## src/rtl/imem_loader.sv

```systemverilog
// Byte-stream loader for the instruction memory: packs little-endian bytes into words, writes them from BASE_ADDR, then releases core_reset.
// Optional checksum trailer is compiled in with `define LOADER_CHECKSUM_EN.
module imem_loader #(
    parameter int unsigned                  ADDR_WIDTH = 32,
    parameter logic        [ADDR_WIDTH-1:0] BASE_ADDR  = ADDR_WIDTH'(32'h0100_0000),
    parameter int unsigned                  MAX_WORDS  = 1024,
    parameter int unsigned                  CNT_WIDTH  = 16
) (
    input  logic                  clock,
    input  logic                  reset,
    input  logic                  in_valid,
    input  logic [7:0]            in_data,
    output logic                  in_ready,
    output logic                  mem_wr_en,
    output logic [ADDR_WIDTH-1:0] mem_addr,
    output logic [31:0]           mem_wr_data,
    output logic [CNT_WIDTH-1:0]  words_loaded,
    output logic                  done,
    output logic                  error,
    output logic                  core_reset
);

    typedef enum logic [2:0] {
        S_HDR,
        S_LOAD,
        S_CSUM,
        S_DONE,
        S_ERR
    } state_t;

    state_t                state_q, state_d;
    logic [1:0]            byte_idx_q, byte_idx_d;
    logic [31:0]           shift_q, shift_d;
    logic [CNT_WIDTH-1:0]  n_words_q, n_words_d;
    logic                  in_ready_q, in_ready_d;
    logic                  mem_wr_en_q, mem_wr_en_d;
    logic [ADDR_WIDTH-1:0] mem_addr_q, mem_addr_d;
    logic [31:0]           mem_wr_data_q, mem_wr_data_d;
    logic [CNT_WIDTH-1:0]  words_loaded_q, words_loaded_d;
    logic                  done_q, done_d;
    logic                  error_q, error_d;
    logic                  core_reset_q, core_reset_d;
`ifdef LOADER_CHECKSUM_EN
    logic [31:0]           sum_q, sum_d;
`endif

    logic        xfer;
    logic [31:0] assembled;

    assign xfer      = in_valid && in_ready_q;
    // Incoming byte enters at the top, so after four bytes byte 0 sits in [7:0].
    assign assembled = {in_data, shift_q[31:8]};

    // NOTE: every signal gets its hold value first so no path through this block can infer a latch.
    always_comb begin
        state_d        = state_q;
        byte_idx_d     = byte_idx_q;
        shift_d        = shift_q;
        n_words_d      = n_words_q;
        mem_wr_en_d    = 1'b0;
        mem_addr_d     = mem_addr_q;
        mem_wr_data_d  = mem_wr_data_q;
        words_loaded_d = words_loaded_q;
        done_d         = done_q;
        error_d        = error_q;
        core_reset_d   = core_reset_q;
`ifdef LOADER_CHECKSUM_EN
        sum_d          = sum_q;
`endif

        if (xfer) begin
            shift_d    = assembled;
            byte_idx_d = byte_idx_q + 2'd1;
            if (byte_idx_q == 2'd3) begin
                case (state_q)
                    S_HDR: begin
                        if (assembled == 32'd0) begin
`ifdef LOADER_CHECKSUM_EN
                            state_d = S_CSUM;
`else
                            state_d      = S_DONE;
                            done_d       = 1'b1;
                            core_reset_d = 1'b0;
`endif
                        end else if (assembled > 32'(MAX_WORDS)) begin
                            state_d = S_ERR;
                            error_d = 1'b1;
                        end else begin
                            state_d   = S_LOAD;
                            n_words_d = CNT_WIDTH'(assembled);
                        end
                    end
                    S_LOAD: begin
                        mem_wr_en_d    = 1'b1;
                        mem_addr_d     = BASE_ADDR + ADDR_WIDTH'({words_loaded_q, 2'b00});
                        mem_wr_data_d  = assembled;
                        words_loaded_d = words_loaded_q + CNT_WIDTH'(1);
`ifdef LOADER_CHECKSUM_EN
                        sum_d          = sum_q + assembled;
                        if (words_loaded_d == n_words_q) state_d = S_CSUM;
`else
                        // done follows one cycle after this write pulse, via the S_DONE hold below.
                        if (words_loaded_d == n_words_q) state_d = S_DONE;
`endif
                    end
`ifdef LOADER_CHECKSUM_EN
                    S_CSUM: begin
                        if (assembled == sum_q) begin
                            state_d      = S_DONE;
                            done_d       = 1'b1;
                            core_reset_d = 1'b0;
                        end else begin
                            state_d = S_ERR;
                            error_d = 1'b1;
                        end
                    end
`endif
                    default: ;
                endcase
            end
        end

        if (state_q == S_DONE) begin
            done_d       = 1'b1;
            core_reset_d = 1'b0;
        end

        in_ready_d = (state_d == S_HDR) || (state_d == S_LOAD) || (state_d == S_CSUM);
    end

    // NOTE: sequential state uses non-blocking assignments so all flops update together at the edge.
    always_ff @(posedge clock) begin
        if (reset) begin
            state_q        <= S_HDR;
            byte_idx_q     <= 2'd0;
            shift_q        <= 32'd0;
            n_words_q      <= '0;
            in_ready_q     <= 1'b0;
            mem_wr_en_q    <= 1'b0;
            mem_addr_q     <= BASE_ADDR;
            mem_wr_data_q  <= 32'd0;
            words_loaded_q <= '0;
            done_q         <= 1'b0;
            error_q        <= 1'b0;
            core_reset_q   <= 1'b1;
`ifdef LOADER_CHECKSUM_EN
            sum_q          <= 32'd0;
`endif
        end else begin
            state_q        <= state_d;
            byte_idx_q     <= byte_idx_d;
            shift_q        <= shift_d;
            n_words_q      <= n_words_d;
            in_ready_q     <= in_ready_d;
            mem_wr_en_q    <= mem_wr_en_d;
            mem_addr_q     <= mem_addr_d;
            mem_wr_data_q  <= mem_wr_data_d;
            words_loaded_q <= words_loaded_d;
            done_q         <= done_d;
            error_q        <= error_d;
            core_reset_q   <= core_reset_d;
`ifdef LOADER_CHECKSUM_EN
            sum_q          <= sum_d;
`endif
        end
    end

    assign in_ready     = in_ready_q;
    assign mem_wr_en    = mem_wr_en_q;
    assign mem_addr     = mem_addr_q;
    assign mem_wr_data  = mem_wr_data_q;
    assign words_loaded = words_loaded_q;
    assign done         = done_q;
    assign error        = error_q;
    assign core_reset   = core_reset_q;

endmodule

```

## config.mk

```make
export PLATFORM = sky130hd
export DESIGN_NAME = imem_loader
export DESIGN_NICKNAME = d
export VERILOG_FILES = /design/src/rtl/imem_loader.sv
export SDC_FILE = /design/constraint.sdc
export NUM_CORES = 1
export LEC_CHECK = 0
export ABC_AREA = 1
export CORE_MARGIN = 5
export CORE_UTILIZATION = 52
export CTS_CLUSTER_DIAMETER = 120
export CTS_CLUSTER_SIZE = 25
export DETAILED_ROUTE_END_ITERATION = 10
export GPL_TIMING_DRIVEN = 0
export PLACE_DENSITY = 0.8
export SETUP_SLACK_MARGIN = 0.1
export SLEW_MARGIN = 5
export SYNTH_ARGS = -nofsm -noshare
export SYNTH_HDL_FRONTEND = slang
export SYNTH_SLANG_ARGS = --single-unit
```

## constraint.sdc

```tcl
create_clock -name clock -period 1.8 [get_ports clock]
set_input_delay 0.27 -clock clock [delete_from_list [all_inputs] [get_ports clock]]
set_output_delay 0.27 -clock clock [all_outputs]
set_load 0.02 [all_outputs]
```

==> results.cfg <==
[logic_synthesis]
netlist_area_sq_um = 4967
synth_top_cells_by_area = sky130_fd_sc_hd__dfxtp_1, sky130_fd_sc_hd__nor2_1, sky130_fd_sc_hd__o21ai_0
synth_warnings = 0
ys_ff_latch = 114
netlist.area_leader.share_pct = 45.94
synth.lib_cells_used.distinct = 31
avgSynthCellArea_sq_um = 7.178
netlist_instances = 692
synth_seq_area_share_pct = 45.94
post_synth_top_area_cell = sky130_fd_sc_hd__dfxtp_1

[setup_path]
critPathRequiredTime_ns = 2.21
cp-end-kind = register
timing.critical_path.slowest_cell_delay_ns = 0.42
timing.setup.critical_path_class = register to register
timing.critical_path.arrival_ns = 2.48
timing.critical_path.buf_inv = 0
cpLargestDelayFamily = simple AND/OR/NAND/NOR gates
timing.critical_path.mode_cell = sky130_fd_sc_hd__nand2_1
crit_path_cell_trace = nand2_1 > nor2_1 > nand4_1 > nand2_1 > nand2_1 > nand2_1 > nand2_1 > nor2_2 > nand3_4 > nand2_2 > a21oi_2
timing.critical_path.fanout_max = 5
start_kind = register
slowest_stage_cell_crit_path = sky130_fd_sc_hd__dfxtp_1

[global_route]
largest_net_degree_at_the_start_of_global_routing = 17
via_count_of_the_first_global_routing_pass = 5422
globalRoute.totalOverflow = 0
grt.met3_usage_pct = 7.499
use_met1_pct = 30.44
number_of_antenna_violations_at_the_first_check_in_global_routing = 0
grt_first_pass_wirelength_microns = 25700
gr-max-usage-layer = met2
grt_usage_pct = 27.93
grt.met2_usage_pct = 49.07

[finish]
filler_cell_count = 644
final_layout_size_suffix_gt1_share_pct = 22.83
layout.cells.most_common_list = sky130_fd_sc_hd__nor2_1, sky130_fd_sc_hd__dfxtp_1, sky130_fd_sc_hd__nand2_1
mostFrequentLayoutCell = sky130_fd_sc_hd__nor2_1
insertedDiodeCount = 0
layout.core_utilization_pct = 76.54
synthToLayoutAreaGrowth_pct = 43.05
final_net_count = 841

[floorplanning]
core_area_sq_um = 9284
starting_density_pct = 53.50
ioPinCount = 96
area_enclosed_by_the_die_boundary_sq_um = 11610
floorplan.rows = 35
die_height_microns = 107.7
dieWidth_microns = 107.7

[pwr]
vdd.ir_drop.worst_mv = 0.7422
finalPower_mw = 6.219
leakagePower_nw = 3.213
cellPowerDensity_nw_per_um2 = 875.2

[clock_network]
clock_tree_from_tritoncts = done
clock-root-buffer = sky130_fd_sc_hd__clkbuf_8
clock_latency_on_the_worst_skew_pair_ns = 0.53
cts.reportedPaths.clkPinSlew_ns = 0.06
htree_levels = 4
cts.path.max_buffers = 2
cts_buffers = 17
number_of_clock_sinks = 114

[timing]
max_slew.worst_pin.slew_ns = 0.7977
setup_viol = 19
setup_ws_ns = -0.2652
clock_skew_ns = 0.007045
period_share_pct = 114.7
worst_hold_slack_ns = 0.4303
maxSlewViolCount = 0
finalSetupTns_ns = -1.554
finalCriticalPeriod_ns = 2.065
max_freq_ghz = 0.4842
finalHoldViolations = 0
setup_repair_after_global_routing_missed_its_margin = true
max-slew-margin-rel_pct = 46.82

[hold_path]
worstHoldPathType = register to register

[run_status]
status = finished, violations left
violations = negative setup slack

[drt]
route.detailed.vias_per_inst = 5.771
dr.pass1.iters = 8
wirelength_microns = 17730
routed_vias = 5598
routedWlPerCell_microns = 18.28
antenna_left = 0
drt_first_iter_violations = 671
drc = 0

[placement]
port-buffer-count = 79
dp_hpwl_microns = 10260
routabilityCongestion = 0.9029
place_ws_ns = -0.4365

[run]
maxCapViolations = 0
[path summary, 6_finish.rpt]
check / start / endpoint / slack, ns / cells past startpoint
max: words_loaded[10] / in_ready / -0.27 / 11
min: core_reset / core_reset / 0.43 / 2
max reg2reg: words_loaded[10] / in_ready / -0.27 / 11
min reg2reg: core_reset / core_reset / 0.43 / 2
[Yosys cell counts]
cell type / instances
sky130_fd_sc_hd__nor2_1: 151
sky130_fd_sc_hd__dfxtp_1: 114
sky130_fd_sc_hd__nand2_1: 89
sky130_fd_sc_hd__o21ai_0: 83
sky130_fd_sc_hd__inv_1: 64
sky130_fd_sc_hd__nand3_1: 48
sky130_fd_sc_hd__a21oi_1: 35
sky130_fd_sc_hd__clkbuf_1: 28
sky130_fd_sc_hd__buf_4: 16
sky130_fd_sc_hd__a211oi_1: 11
sky130_fd_sc_hd__nand4_1: 10
sky130_fd_sc_hd__nand2_2: 6
sky130_fd_sc_hd__o211ai_1: 6
sky130_fd_sc_hd__nor2_2: 5
sky130_fd_sc_hd__nor2_4: 5
sky130_fd_sc_hd__nor3_1: 3
sky130_fd_sc_hd__buf_6: 2
sky130_fd_sc_hd__conb_1: 2
sky130_fd_sc_hd__ha_1: 2
sky130_fd_sc_hd__a31oi_1: 1
sky130_fd_sc_hd__buf_1: 1
sky130_fd_sc_hd__inv_2: 1
sky130_fd_sc_hd__nand2_4: 1
sky130_fd_sc_hd__nand3b_1: 1
sky130_fd_sc_hd__nand4_4: 1
sky130_fd_sc_hd__nor3_2: 1
sky130_fd_sc_hd__nor4_1: 1
sky130_fd_sc_hd__o21a_1: 1
sky130_fd_sc_hd__o21ai_2: 1
sky130_fd_sc_hd__o31ai_1: 1
sky130_fd_sc_hd__xor2_1: 1
[stage by stage]
step | instances | area [sq um]
3_3_place_gp | 914 | 5982
2_1_floorplan | 706 | 5030
6_report | 970 | 7106
4_1_cts | 965 | 6883
3_5_place_dp | 914 | 5982
5_1_grt | 970 | 7106
[area by class of cell]
class | count | area [sq um] | share of cell area, %
Buffer | 47 | 279.0 | 3.927
Clock buffer | 23 | 466.7 | 6.568
Clock inverter | 9 | 105.1 | 1.479
Inverter | 65 | 244.0 | 3.434
Multi-Input combinational cell | 480 | 2594 | 36.50
Sequential cell | 114 | 2315 | 32.58
Tap cell | 129 | 161.4 | 2.272
Timing Repair Buffer | 103 | 940.9 | 13.24
[where the power goes]
part,internal (mW),switching (mW)
Clock,2.07,1.18
Sequential,2.57,0.0644
Combinational,0.121,0.215
Total,4.76,1.46
[layer usage]
layer,vias up,routed length [microns],share of wire [%]
li1,2491,-,-
met1,2578,6062,34
met2,401,8634,49
met3,128,1775,10
met4,0,1256,7.1
met5,-,0,0
[state kept, by name (all words and copies together) (netlist names)]
register / count
words_loaded: 16
mem_wr_en: 1
shift_q: 24
state_q: 3
error: 1
mem_wr_data: 32
done: 1
n_words_q: 16
byte_idx_q: 2
core_reset: 1
in_ready: 1
mem_addr: 16
[kinds of logic (layout without fill, tap and decap cells)]
family          after synthesis  after routing  share of synthesized area (%)
simple gates                322            322                          28.19
buf+inv                     112            247                          9.975
compound gates              139            139                          15.06
other cells                   2             16                         0.1512
flops                       114            114                          45.94
xor+xnor                      1              1                         0.1764
fa+ha+maj                     2              2                         0.5037
[worst register-to-register path, delay by kind of cell (launching register included)]
| family | cells | cell delay, ns |
|---|---|---|
| AO/OA/AOI/OAI | 1 | 0.05 |
| flip-flops | 1 | 0.42 |
| AND/OR/NAND/NOR | 10 | 1.48 |
[what timing repair did]
action,CTS,global route
gates resized for setup,142,83
endpoints found under the setup margin,147,73
setup buffers,18,5
hold buffers,0,0
pin swaps,31,19
gates cloned,2,0
(Power assumes the default switching activity.)
